### src/rtl/dmem_mmio_pkg.sv
// Shared constants for the data-memory MMIO decoder.
// I/O page register offsets (byte offsets within the 256-byte page).
// Helper for sizing occupancy counters.
package dmem_mmio_pkg;

  localparam logic [7:0] MMIO_TXDATA = 8'h00;
  localparam logic [7:0] MMIO_STATUS = 8'h04;
  localparam logic [7:0] MMIO_CYCLE  = 8'h08;
  localparam logic [7:0] MMIO_TOHOST = 8'h0C;

  // STATUS bit positions; count field starts at STATUS_CNT_LSB
  localparam int STATUS_FULL    = 0;
  localparam int STATUS_EMPTY   = 1;
  localparam int STATUS_OVF     = 2;
  localparam int STATUS_CNT_LSB = 4;

  // Counter width able to hold the values 0..depth inclusive
  function automatic int count_width(input int depth);
    return $clog2(depth) + 1;
  endfunction

endpackage

### src/rtl/dmem_mmio_if.sv
// Bundle of every bus between the core/RAM/TX sink and the MMIO decoder.
// master = environment side (core, RAM, character sink); slave = decoder.
// Purely wiring, no logic.
interface dmem_mmio_if #(
  parameter int WIDTH = 32,
  parameter int DADDR = 16
);
  logic [DADDR-1:0] dmem_addr;
  logic [WIDTH-1:0] dmem_wdata;
  logic [3:0]       dmem_wr_en;
  logic [WIDTH-1:0] dmem_rdata;
  logic [DADDR-1:0] ram_addr;
  logic [WIDTH-1:0] ram_wdata;
  logic [3:0]       ram_wr_en;
  logic [WIDTH-1:0] ram_rdata;
  logic [7:0]       tx_data;
  logic             tx_valid;
  logic             tx_ready;
  logic             halt;
  logic [WIDTH-1:0] exit_code;

  modport master (
    output dmem_addr, dmem_wdata, dmem_wr_en, ram_rdata, tx_ready,
    input  dmem_rdata, ram_addr, ram_wdata, ram_wr_en, tx_data, tx_valid,
           halt, exit_code
  );

  modport slave (
    input  dmem_addr, dmem_wdata, dmem_wr_en, ram_rdata, tx_ready,
    output dmem_rdata, ram_addr, ram_wdata, ram_wr_en, tx_data, tx_valid,
           halt, exit_code
  );
endinterface

### src/rtl/sync_fifo.sv
// Synchronous circular-buffer FIFO with show-ahead read data.
// Latency: a push becomes visible on dout/empty one cycle later (no bypass).
// Backpressure: push while full is dropped unless a pop happens the same cycle.
module sync_fifo
  import dmem_mmio_pkg::*;
#(
  parameter int WIDTH = 8,
  parameter int DEPTH = 8,
  localparam int AW = $clog2(DEPTH),
  localparam int CW = count_width(DEPTH)
) (
  input  logic             clk,
  input  logic             reset,
  input  logic             push,
  input  logic             pop,
  input  logic [WIDTH-1:0] din,
  output logic [WIDTH-1:0] dout,
  output logic             full,
  output logic             empty,
  output logic [CW-1:0]    count
);

  logic [WIDTH-1:0] mem [DEPTH];
  logic [AW-1:0]    rd_ptr;
  logic [AW-1:0]    wr_ptr;
  logic             do_pop;
  logic             do_push;

  assign full    = (count == CW'(DEPTH));
  assign empty   = (count == '0);
  assign do_pop  = pop & ~empty;
  // A pop frees the slot the push needs, so full+pop still accepts
  assign do_push = push & (~full | do_pop);
  assign dout    = mem[rd_ptr];

  // Storage, pointers and occupancy; pointers wrap naturally (DEPTH is 2^n)
  always_ff @(posedge clk) begin
    if (reset) begin
      rd_ptr <= '0;
      wr_ptr <= '0;
      count  <= '0;
      for (int i = 0; i < DEPTH; i++) mem[i] <= '0;
    end else begin
      if (do_push) begin
        mem[wr_ptr] <= din;
        wr_ptr      <= wr_ptr + AW'(1);
      end
      if (do_pop) rd_ptr <= rd_ptr + AW'(1);
      case ({do_push, do_pop})
        2'b10:   count <= count + CW'(1);
        2'b01:   count <= count - CW'(1);
        default: count <= count;
      endcase
    end
  end

endmodule

### src/rtl/dmem_mmio.sv
// Splits core data accesses between data RAM and a small I/O page (TX FIFO, status, cycle, tohost).
// Latency: reads combinational (0 cycles); writes take effect on the next rising edge.
// Backpressure: TX stream is valid/ready; pushes into a full FIFO without a same-cycle pop set sticky overflow.
module dmem_mmio
  import dmem_mmio_pkg::*;
#(
  parameter int               WIDTH      = 32,
  parameter int               DADDR      = 16,
  parameter logic [DADDR-1:0] IO_BASE    = 16'hFF00,
  parameter int               FIFO_DEPTH = 8
) (
  input  logic        clk,
  input  logic        reset,
  dmem_mmio_if.slave  bus
);

  localparam int CW = count_width(FIFO_DEPTH);

  logic             io_sel;
  logic [7:0]       offset;
  logic             io_wr;
  logic             wr_txdata;
  logic             wr_status;
  logic             wr_tohost;
  logic             fifo_full;
  logic             fifo_empty;
  logic             fifo_pop;
  logic [CW-1:0]    fifo_count;
  logic [7:0]       fifo_dout;
  logic             overflow;
  logic [31:0]      cycle;
  logic             halt_q;
  logic [WIDTH-1:0] exit_q;
  logic [WIDTH-1:0] io_rdata;

  // Page decode: only the upper address bits select the I/O page; low two bits are don't-care
  assign io_sel = (bus.dmem_addr[DADDR-1:8] == IO_BASE[DADDR-1:8]);
  assign offset = bus.dmem_addr[7:0] & 8'hFC;
  assign io_wr  = io_sel & ~reset;

  assign wr_txdata = io_wr & bus.dmem_wr_en[0] & (offset == MMIO_TXDATA);
  assign wr_status = io_wr & bus.dmem_wr_en[0] & (offset == MMIO_STATUS);
  // tohost latches once: zero writes and writes after halt are ignored
  assign wr_tohost = io_wr & (|bus.dmem_wr_en) & (offset == MMIO_TOHOST)
                   & (bus.dmem_wdata != '0) & ~halt_q;

  assign bus.ram_addr  = bus.dmem_addr;
  assign bus.ram_wdata = bus.dmem_wdata;
  assign bus.ram_wr_en = io_sel ? 4'b0000 : bus.dmem_wr_en;

  assign fifo_pop     = ~fifo_empty & bus.tx_ready;
  assign bus.tx_valid = ~fifo_empty;
  assign bus.tx_data  = fifo_dout;
  assign bus.halt      = halt_q;
  assign bus.exit_code = exit_q;

  sync_fifo #(
    .WIDTH (8),
    .DEPTH (FIFO_DEPTH)
  ) u_tx_fifo (
    .clk   (clk),
    .reset (reset),
    .push  (wr_txdata),
    .pop   (fifo_pop),
    .din   (bus.dmem_wdata[7:0]),
    .dout  (fifo_dout),
    .full  (fifo_full),
    .empty (fifo_empty),
    .count (fifo_count)
  );

  // Sticky overflow: set by a dropped push, cleared by any STATUS write
  always_ff @(posedge clk) begin
    if (reset)                                      overflow <= 1'b0;
    else if (wr_txdata & fifo_full & ~fifo_pop)     overflow <= 1'b1;
    else if (wr_status)                             overflow <= 1'b0;
  end

  // Free-running cycle counter, frozen once the program has halted
  always_ff @(posedge clk) begin
    if (reset)        cycle <= '0;
    else if (~halt_q) cycle <= cycle + 32'd1;
  end

  // Halt latch and exit code capture
  always_ff @(posedge clk) begin
    if (reset) begin
      halt_q <= 1'b0;
      exit_q <= '0;
    end else if (wr_tohost) begin
      halt_q <= 1'b1;
      exit_q <= bus.dmem_wdata;
    end
  end

  // I/O register read mux
  always_comb begin
    io_rdata = '0;
    case (offset)
      MMIO_STATUS: begin
        io_rdata[STATUS_FULL]            = fifo_full;
        io_rdata[STATUS_EMPTY]           = fifo_empty;
        io_rdata[STATUS_OVF]             = overflow;
        io_rdata[STATUS_CNT_LSB +: CW]   = fifo_count;
      end
      MMIO_CYCLE:  io_rdata = WIDTH'(cycle);
      MMIO_TOHOST: io_rdata = exit_q;
      default:     io_rdata = '0;
    endcase
  end

  assign bus.dmem_rdata = io_sel ? io_rdata : bus.ram_rdata;

endmodule
### src/flat_wrapper.sv
// flat-port wrapper written by rule: the top's interface ports become plain ports
module dmem_mmio_flat import dmem_mmio_pkg::*;
#(
  parameter int               WIDTH      = 32,
  parameter int               DADDR      = 16,
  parameter logic [DADDR-1:0] IO_BASE    = 16'hFF00,
  parameter int               FIFO_DEPTH = 8
)
  (clk, reset, bus_dmem_addr, bus_dmem_wdata, bus_dmem_wr_en, bus_ram_rdata, bus_tx_ready, bus_dmem_rdata, bus_ram_addr, bus_ram_wdata, bus_ram_wr_en, bus_tx_data, bus_tx_valid, bus_halt, bus_exit_code);
  dmem_mmio_if #(.WIDTH(WIDTH), .DADDR(DADDR)) bus_i ();
  input  logic clk;
  input  logic reset;
  input wire logic [$bits(bus_i.dmem_addr)-1:0] bus_dmem_addr;
  input wire logic [$bits(bus_i.dmem_wdata)-1:0] bus_dmem_wdata;
  input wire logic [$bits(bus_i.dmem_wr_en)-1:0] bus_dmem_wr_en;
  input wire logic [$bits(bus_i.ram_rdata)-1:0] bus_ram_rdata;
  input wire logic [$bits(bus_i.tx_ready)-1:0] bus_tx_ready;
  output wire logic [$bits(bus_i.dmem_rdata)-1:0] bus_dmem_rdata;
  output wire logic [$bits(bus_i.ram_addr)-1:0] bus_ram_addr;
  output wire logic [$bits(bus_i.ram_wdata)-1:0] bus_ram_wdata;
  output wire logic [$bits(bus_i.ram_wr_en)-1:0] bus_ram_wr_en;
  output wire logic [$bits(bus_i.tx_data)-1:0] bus_tx_data;
  output wire logic [$bits(bus_i.tx_valid)-1:0] bus_tx_valid;
  output wire logic [$bits(bus_i.halt)-1:0] bus_halt;
  output wire logic [$bits(bus_i.exit_code)-1:0] bus_exit_code;
  assign bus_i.dmem_addr = bus_dmem_addr;
  assign bus_i.dmem_wdata = bus_dmem_wdata;
  assign bus_i.dmem_wr_en = bus_dmem_wr_en;
  assign bus_i.ram_rdata = bus_ram_rdata;
  assign bus_i.tx_ready = bus_tx_ready;
  assign bus_dmem_rdata = bus_i.dmem_rdata;
  assign bus_ram_addr = bus_i.ram_addr;
  assign bus_ram_wdata = bus_i.ram_wdata;
  assign bus_ram_wr_en = bus_i.ram_wr_en;
  assign bus_tx_data = bus_i.tx_data;
  assign bus_tx_valid = bus_i.tx_valid;
  assign bus_halt = bus_i.halt;
  assign bus_exit_code = bus_i.exit_code;
  dmem_mmio #(.WIDTH(WIDTH), .DADDR(DADDR), .IO_BASE(IO_BASE), .FIFO_DEPTH(FIFO_DEPTH)) u_core (.clk(clk), .reset(reset), .bus(bus_i));
endmodule
### config.mk
export PLATFORM = sky130hd
export DESIGN_NAME = dmem_mmio_flat
export DESIGN_NICKNAME = d
export VERILOG_FILES = /design/src/rtl/dmem_mmio_pkg.sv /design/src/rtl/dmem_mmio_if.sv /design/src/rtl/sync_fifo.sv /design/src/rtl/dmem_mmio.sv /design/src/flat_wrapper.sv
export SDC_FILE = /design/constraint.sdc
export NUM_CORES = 1
export LEC_CHECK = 0
export CAP_MARGIN = 10
export CORE_MARGIN = 2
export CORE_UTILIZATION = 54
export CTS_BUF_LIST = sky130_fd_sc_hd__clkbuf_8
export CTS_CLUSTER_SIZE = 8
export DETAILED_ROUTE_END_ITERATION = 16
export PLACE_DENSITY = 0.92
export SKIP_LAST_GASP = 1
export SLEW_MARGIN = 20
export SYNTH_ARGS = -nofsm -noshare
export SYNTH_HDL_FRONTEND = slang
export SYNTH_HIERARCHICAL = 1
export SYNTH_SLANG_ARGS = --single-unit
### constraint.sdc
create_clock -name clk -period 7.7 [get_ports clk]
set_input_delay 0.77 -clock clk [delete_from_list [all_inputs] [get_ports clk]]
set_output_delay 0.77 -clock clk [all_outputs]
set_load 0.05 [all_outputs]
---- After elaboration in Yosys (flattened, before gate mapping) ----
Memories as Yosys holds them, arrays and structs flattened. A register that Yosys moved wholly into a read port is not among the register bits.
Cells that the tools add are included.
word-level totals
  logic and storage cells ................. 65
  output and inout port bits .............. 126
  memories kept ........................... 1
  input port bits ......................... 87
  bits in registers ....................... 76
  bits in writable memories ............... 64
memories
  name                  depth  bits a word  rd ports  clocked after Yosys merged registers in  wr ports  line             text
  u_core.u_tx_fifo.mem  8      8            1         1                                        8         sync_fifo.sv:23  logic [WIDTH-1:0] mem [DEPTH];
cells by class
  reductions and logical operators ........ 7
  multiplexer cells ....................... 19
  bitwise logic cells ..................... 19
  eq/ne operators ......................... 7
  add/subtract/negate cells ............... 5
operators with widths
  operator                                              count
  one-hot mux 24 bit (2 select lines)                   1
  adder 32 x 1 -> 32 bit (second input constant)        1
  two-way mux 32 bit                                    1
  nonzero test 32 bit                                   1
  AND 1 bit                                             13
  equality test 6 x 2 -> 1 bit (second input constant)  2
  one-hot mux 4 bit (3 select lines)                    1
  two-way mux 3 bit                                     3
  one-hot mux 3 bit (3 select lines)                    1
  equality test 8 bit (second input constant)           1
  logical NOT 8 bit                                     1
  two-way mux 1 bit                                     8
  two-way mux 8 bit                                     1
  one-hot mux 4 bit (2 select lines)                    1
  OR reduction 8 bit                                    1
  adder 3 x 1 -> 3 bit (second input constant)          2
  equality test 6 x 1 -> 1 bit (second input constant)  1
  NOT 1 bit                                             5
  adder 4 x 1 -> 4 bit (second input constant)          1
  equality test 4 bit (second input constant)           1
  logical NOT 4 bit                                     1
  two-way mux 4 bit                                     1
  nonzero test 2 bit                                    2
  OR reduction 4 bit                                    1
  other kinds (5)                                       5

---- Longest topological paths before layout ----
Gate-level depths: netlist of the first run.
  word-level depth ........................ 11
  gate-level depth with buffers ........... 12
  mapped depth without buffers ............ 10

---- Modules after synthesis ----
The synthesis of the first run kept the hierarchy.
by module, submodules not included
  module     cells each  seq. area each (um^2)  times used  area an instance (um^2)
  dmem_mmio  503         1321.3                 1           4236.6
  sync_fifo  268         2182.1                 1           3614.7

---- Worst setup path before layout of the first run ----
No wires, ideal clock.
  path type ............................... input-to-reg
  start ................................... input bus_dmem_addr[5]
  end ..................................... register u_core.u_tx_fifo.count[3]
  setup slack ............................. 3.916 ns
  buffers on the path ..................... 2
  required time ........................... 7.579 ns
  library setup time ...................... 0.121 ns
  arrival ................................. 3.664 ns
  stages on the path ...................... 12
  cell sequence ........................... or4_1 > buf_2 > nor4_1 > nor3b_1 > clkbuf_1 > or2_2 > inv_1 > ha_1 > a21o_1 > a21oi_1 > mux2_2 > mux2_2
between the ends
  word-level cells in the longest chain between the ends .. 5
  elaborated cells between the ends (all ways) .. 7
  classes of those cells .................. eq/ne (2); mux (1); bitwise (2); reduce/logical (2)
RTL lines
  element                                                                   line                text
  start: declaration                                                        flat_wrapper.sv:13  input wire logic [$bits(bus_i.dmem_addr)-1:0] bus_dmem_addr;
  logical NOT 8 bit (*)                                                     dmem_mmio.sv:41     assign wr_txdata = io_wr & bus.dmem_wr_en[0] & (offset == MMIO_TXDATA);
  AND 1 bit (*)                                                             dmem_mmio.sv:41
  via u_core.wr_txdata                                                      dmem_mmio.sv:22     logic wr_txdata;
  AND 1 bit (*)                                                             sync_fifo.sv:33     assign do_push = push & (~full | do_pop);
  equality test 2 x 1 -> 1 bit or equality test 2 bit (tied branches)       sync_fifo.sv:49     case ({do_push, do_pop})
  one-hot mux 4 bit (2 select lines) or nonzero test 2 bit (tied branches)  -
  end signal: assignment                                                    sync_fifo.sv:50     2'b10: count <= count + CW'(1);
  end signal: assignment                                                    sync_fifo.sv:51     2'b01: count <= count - CW'(1);
  end signal: assignment                                                    sync_fifo.sv:52     default: count <= count;
  end: declaration                                                          sync_fifo.sv:20     output logic [CW-1:0] count
The timed path passes the listed nets; every way through them passes the cells marked *.
A chain may end at the register's enable or synchronous reset.

---- Final worst setup path of the first run ----
  start ................................... input bus_dmem_addr[15]
  end ..................................... output bus_dmem_rdata[4]
between the ends
  word-level cells in the longest chain between the ends .. 2
RTL lines
  element              line                text
  equality test 8 bit  dmem_mmio.sv:37     assign io_sel = (bus.dmem_addr[DADDR-1:8] == IO_BASE[DADDR-1:8]);
  two-way mux 32 bit   dmem_mmio.sv:112    assign bus.dmem_rdata = io_sel ? io_rdata : bus.ram_rdata;
  end: declaration     flat_wrapper.sv:18  output wire logic [$bits(bus_i.dmem_rdata)-1:0] bus_dmem_rdata;
Every way passes these cells.

==> impl_metrics.json, run 1 <==
{
  "status": "finished, final reports clean",
  "fmax_mhz": 217,
  "viasPerCell": 5.80,
  "clk_pin_slew_ns": 0.08,
  "period_share_pct": 59.8,
  "antenna_cells": 0,
  "cap_viol_max_count": 0,
  "die_h_um": 125,
  "grt_max_degree": 90,
  "p_leak_nw": 3.57,
  "final_max_slew_viol_count": 0,
  "first_iter_violations": 713,
  "rsz0062_at_grt": "false",
  "cp-start-kind": "input port",
  "period_minus_slack_ns": 4.60,
  "wl_um": 20700,
  "dieArea_mm2": 0.0155,
  "ys_async_sr_fraction_pct": 0,
  "fin_tns_setup_ns": 0,
  "htreeDepth": 4,
  "ys_seq_elements": 143,
  "hpwl_um": 14700,
  "synthFlopType": "dfxtp_1",
  "post_cts.repair.setup_buffers": 0,
  "setup_violations": 0,
  "mostFrequentLayoutCell": "clkdlybuf4s50_1",
  "final_nets": 1000,
  "avgSynthCellArea_um2": 10.2,
  "grt_overflow": 0,
  "max-slew-margin-rel_pct": 38.6,
  "yosys_warnings": 6,
  "post-place-ws_ns": 3.10,
  "drc": 0,
  "criticalPathCategory": "input port to output port",
  "r2r_slack_ns": 4.30,
  "clock_skew_ns": 0.00779,
  "cts_tree": "done",
  "ys_seq_area_share_pct": 44.6,
  "wl_per_cell_um": 18.8,
  "syn_nets": 864,
  "cts_buffer_depth": 2,
  "final_core_util_pct": 69.5,
  "io_buffers": 208,
  "core-area_mm2": 0.0144,
  "cts_repair_resize_count": 0,
  "worstPathMaxFanout": 37,
  "via_count": 6401,
  "drive_gt1_share_pct": 8.91,
  "worst_slack_ns": 3.10,
  "finalHoldViolations": 0,
  "place.gp.congestion": 0.877,
  "rows": 44,
  "grt_pass1_wl_um": 33000,
  "p_per_area_mw_per_mm2": 164,
  "irDropWorstVdd_uv": 91.7,
  "clkSinkCount": 143,
  "final_cell_mix": "clkdlybuf4s50_1, nor2_1, dfxtp_1, edfxtp_1, nand2b_1",
  "cts.hold.buffers_added": 0,
  "initial_core_util_pct": 54.6,
  "worstMarginPinSlew_ns": 0.913,
  "boundaryPins": 213,
  "yosys.cell_types.count": 57,
  "ant_nets": 0,
  "synth_cells": 771,
  "cts_root_buf": "clkbuf_8",
  "cp.required_ns": 6.93,
  "grt_pass1_vias": 6372,
  "synth_edf_count": 64,
  "first_pass_iters": 7,
  "fp.dieW_um": 125,
  "cts_buffers": 17,
  "antenna_found_initial": 0,
  "track_usage_pct": 26.7,
  "syn_area_mm2": 0.00785,
  "cp.arrival_ns": 3.83,
  "critPathCaptureType": "output port",
  "hp-class": "register to register",
  "worst_skew_pair.late_latency_ns": 0.45,
  "syn_to_final_growth_pct": 27.3
}
-- layer usage --
metal | part of all wire (%) | wire length (um) | track usage (%) | up-vias
met1 | 40 | 8260 | 33.5 | 3049
met4 | 2.4 | 489 | 9.65 | 0
met2 | 50 | 10300 | 44.7 | 320
li1 | - | - | - | 2993
met5 | 0 | 0 | 0 | -
met3 | 8.0 | 1650 | 6.79 | 39
-- path summary, 6_finish.rpt --
path / start / end / cells after the start
setup / recovery: bus_dmem_addr[15] / bus_dmem_rdata[4] / 7
hold / removal: u_core/bus.exit_code[23] / u_core/bus.exit_code[23] / 2
setup reg to reg: u_core/u_tx_fifo/count[0] / u_core/u_tx_fifo/count[3] / 10
hold reg to reg: u_core/bus.exit_code[23] / u_core/bus.exit_code[23] / 2
-- flip-flops by register name, summed over array words and instances (netlist names), named ones only --
| signal | flops |
|---|---|
| u_core/u_tx_fifo/mem | 64 |
| u_core/bus.exit_code | 32 |
| u_core/cycle | 32 |
| u_core/u_tx_fifo/count | 4 |
| u_core/u_tx_fifo/rd_ptr | 3 |
| u_core/u_tx_fifo/wr_ptr | 3 |
| u_core/bus.halt | 1 |
| u_core/overflow | 1 |
-- critical path: stages --
cell and delay, ns:
clkdlybuf4s50_1 0.50, nand4_1 0.20, or2_1 0.27, buf_4 0.25, nor3_1 0.79, a22o_1 0.25, clkdlybuf4s50_1 0.80
-- per-stage QoR --
| stage | cell area, um2 | std cells | total power, mW | hold slack, ns |
|---|---|---|---|---|
| floorplan | 7850 | 771 | 0.977 | 0.474 |
| finish | 9990 | 1104 | 1.64 | 0.499 |
| global route | 9990 | 1104 | 1.69 | 0.522 |
| CTS | 9990 | 1104 | 1.64 | 0.498 |
| global placement | 9600 | 1072 | 1.07 | 0.475 |
| detailed placement | 9610 | 1072 | 1.07 | 0.483 |
-- cell families after synthesis --
kind of cell	count (synthesis)	share of synthesized area [%]
buffers and inverters	116	8.54
and+or+nand+nor	322	22.2
AOI/OAI and AO/OA	93	9.24
xor gates and xnor gates	20	2.23
muxes	71	12.1
adders and majority gates	6	1.05
DFF	143	44.6
-- area by class of cell --
| type | instances | area, um2 |
|---|---|---|
| inverters | 21 | 78.8 |
| clock inverters | 15 | 150 |
| well taps | 184 | 230 |
| fillers | 1038 | 4380 |
| flip-flops and latches | 143 | 3500 |
| repair buffers | 212 | 2110 |
| clock buffers | 17 | 234 |
| multi-input cells | 512 | 3690 |
-- synth_stat cells (2+ instances only) --
cell	n	area, um2
mux4_2	16	360
mux2_1	22	248
edfxtp_1	64	1920
nand2b_1	40	250
a211oi_1	3	22.5
dfxtp_1	79	1580
xnor2_1	11	96.3
buf_6	3	33.8
ha_1	5	62.6
or4_1	7	52.6
or4_4	2	22.5
nand2_1	23	86.3
o21bai_1	8	60.1
and3_1	2	12.5
inv_1	21	78.8
or3_1	11	68.8
and2_1	29	181
buf_4	54	405
nor3_1	6	30.0
a22o_1	14	123
nand4_1	13	81.3
mux2i_1	21	210
a21oi_1	19	95.1
or2_1	5	31.3
nor4_2	3	37.5
nand3_1	7	35.0
o31ai_1	5	37.5
clkbuf_1	27	101
o21ai_1	10	50.1
xor2_1	9	78.8
o211ai_1	2	15.0
buf_1	3	11.3
nor2b_1	21	131
a221oi_1	25	219
and4_1	4	35.0
nor2_1	124	465
mux2_2	12	135
buf_2	8	40.0
nor4_1	15	93.8
-- power breakdown --
| group | switching [mW] | total, mW | internal [mW] |
|---|---|---|---|
| registers | 0.00627 | 0.808 | 0.802 |
| logic | 0.147 | 0.245 | 0.0974 |
| clock network | 0.316 | 0.583 | 0.267 |
(Power assumes the default switching activity.)
==> run 2: changes to the inputs <==
Settings changed: CORE_UTILIZATION 54 to 50, PLACE_DENSITY 0.92 to 0.86.
Clock period 7.7 ns to 4.7 ns, I/O delays scaled along.
==> impl_metrics.json, run 2 (same netlist as run 1, synthesis figures left out) <==
{
  "crit_path_max_incr_delay_ns": 0.70,
  "place.gp.congestion": 0.886,
  "setup_violations": 0,
  "wl_met3_um": 1490,
  "hold_slack_ns": 0.370,
  "cts.hold.buffers_added": 0,
  "finalHoldViolations": 0,
  "track_usage_pct": 25.7,
  "cts_repair_resize_count": 0,
  "clock_skew_ns": 0.00861,
  "grt_overflow": 0,
  "first_iter_violations": 527,
  "antenna_cells": 0,
  "initial_core_util_pct": 51.5,
  "clkSinkCount": 143,
  "rsz0062_at_grt": "false",
  "post-place-ws_ns": 0.635,
  "fin_tns_setup_ns": 0,
  "viasPerCell": 5.56,
  "wirelength_met1_um": 8740,
  "via_count": 6312,
  "criticalPathCategory": "input port to register",
  "grt_pass1_wl_um": 32800,
  "first_pass_iters": 5,
  "wl_um": 21000,
  "boundaryPins": 213,
  "nFillCells": 1188,
  "post_cts.repair.setup_buffers": 0,
  "antenna_found_initial": 0,
  "p_leak_nw": 3.58,
  "max-slew-margin-rel_pct": 44.8,
  "wl_per_cell_um": 18.5,
  "grt_max_degree": 94,
  "top_layer": "met4",
  "largest_register_ff_count": 64,
  "core-area_mm2": 0.0153,
  "irDropWorstVdd_uv": 208,
  "worstMarginPinSlew_ns": 0.827,
  "cts_buffer_depth": 2,
  "total_power_mw": 2.61,
  "worst_slack_ns": 1.05,
  "rows": 45,
  "fmax_mhz": 274,
  "final_cell_mix": "clkdlybuf4s50_1, nor2_1, dfxtp_1, edfxtp_1, nand2b_1",
  "path_cells": "clkdlybuf4s50_1, or4_1, nor4_1, nor3b_1, buf_4, o21ai_4, or2_1, o21bai_1",
  "path_delay_family": "simple AND/OR/NAND/NOR gates",
  "hp-class": "input port to register",
  "critPathCaptureType": "register",
  "cts_buffers": 17,
  "p_per_area_mw_per_mm2": 262,
  "cts_root_buf": "clkbuf_8",
  "period_share_pct": 77.6,
  "worst_path_max_delay_cell": "o21bai_1",
  "critPathBufInv": 2,
  "cp.required_ns": 4.78,
  "io_buffers": 208,
  "regMostFlops": "u_core/u_tx_fifo/mem",
  "status": "finished, final reports clean",
  "drc": 0,
  "dieArea_mm2": 0.0167,
  "syn_to_final_growth_pct": 26.8,
  "cp.arrival_ns": 3.73,
  "ant_nets": 0,
  "worst_skew_pair.late_latency_ns": 0.45,
  "drive_gt1_share_pct": 11.6,
  "final_nets": 1004,
  "cap_viol_max_count": 0,
  "final_max_slew_viol_count": 0,
  "die_h_um": 129,
  "cts_tree": "done",
  "hpwl_um": 15100,
  "grt_pass1_vias": 6029,
  "final_core_util_pct": 65.3,
  "period_minus_slack_ns": 3.65,
  "cp-start-kind": "input port",
  "clk_pin_slew_ns": 0.08,
  "fp.dieW_um": 129,
  "htreeDepth": 4,
  "mostFrequentLayoutCell": "clkdlybuf4s50_1",
  "wl_met2_um": 10400,
  "worstPathMaxFanout": 10
}
run 2: changes by cell type in the layout (fill, tap and decap cells not counted), sizes merged:
cell	before	now
clkdlybuf4s50	207	182
inv	31	23
clkinv	1	6
clkinvlp	3	6
buf	5	34
run 2: worst register-to-register path: stages, from the launching register on:
cell,delay (ns)
dfxtp_1,0.59
nor4_1,0.18
nor2b_1,0.59
o41ai_4,0.26
or2_2,0.36
inv_1,0.08
ha_1,0.22
a21o_1,0.17
a21oi_1,0.15
mux2_2,0.35
mux2_2,0.27
run 2: report_power, final:
| part | switching (mW) | internal [mW] |
|---|---|---|
| registers | 0.0115 | 1.31 |
| logic | 0.241 | 0.156 |
| clock network | 0.475 | 0.411 |
run 2: stage by stage:
stage | instances | area, um2
after floorplan | 771 | 7850
after global routing | 1135 | 9960
after detailed placement | 1103 | 9600
after global placement | 1103 | 9600
final | 1135 | 9960
after CTS | 1135 | 9960
run 2: path summary, 6_finish.rpt:
| check | depth (start not counted) | from | end | slack, ns |
|---|---|---|---|---|
| setup reg to reg | 10 | u_core/u_tx_fifo/count[0] | u_core/u_tx_fifo/count[3] | 1.37 |
| hold reg to reg | 2 | u_core/bus.exit_code[26] | u_core/bus.exit_code[26] | 0.49 |
| hold / removal | 2 | reset | register | 0.37 |
| setup / recovery | 8 | bus_dmem_addr[5] | u_core/u_tx_fifo/mem[4][3] | 1.05 |
run 2: layout make-up:
class	count	area (um2)	area share, %
multi-input cells	512	3680	37.0
clock buffers	17	234	2.35
repair buffers	216	2080	20.9
inverters	21	78.8	0.792
well taps	211	264	2.65
flip-flops and latches	143	3500	35.2
clock inverters	15	120	1.21
run 2: per-layer routing:
metal / GRT usage, % / vias to the layer above
met5: 0 / -
met4: 9.34 / 0
met3: 4.62 / 31
met2: 41.6 / 282
met1: 34.7 / 2994
li1: - / 3005
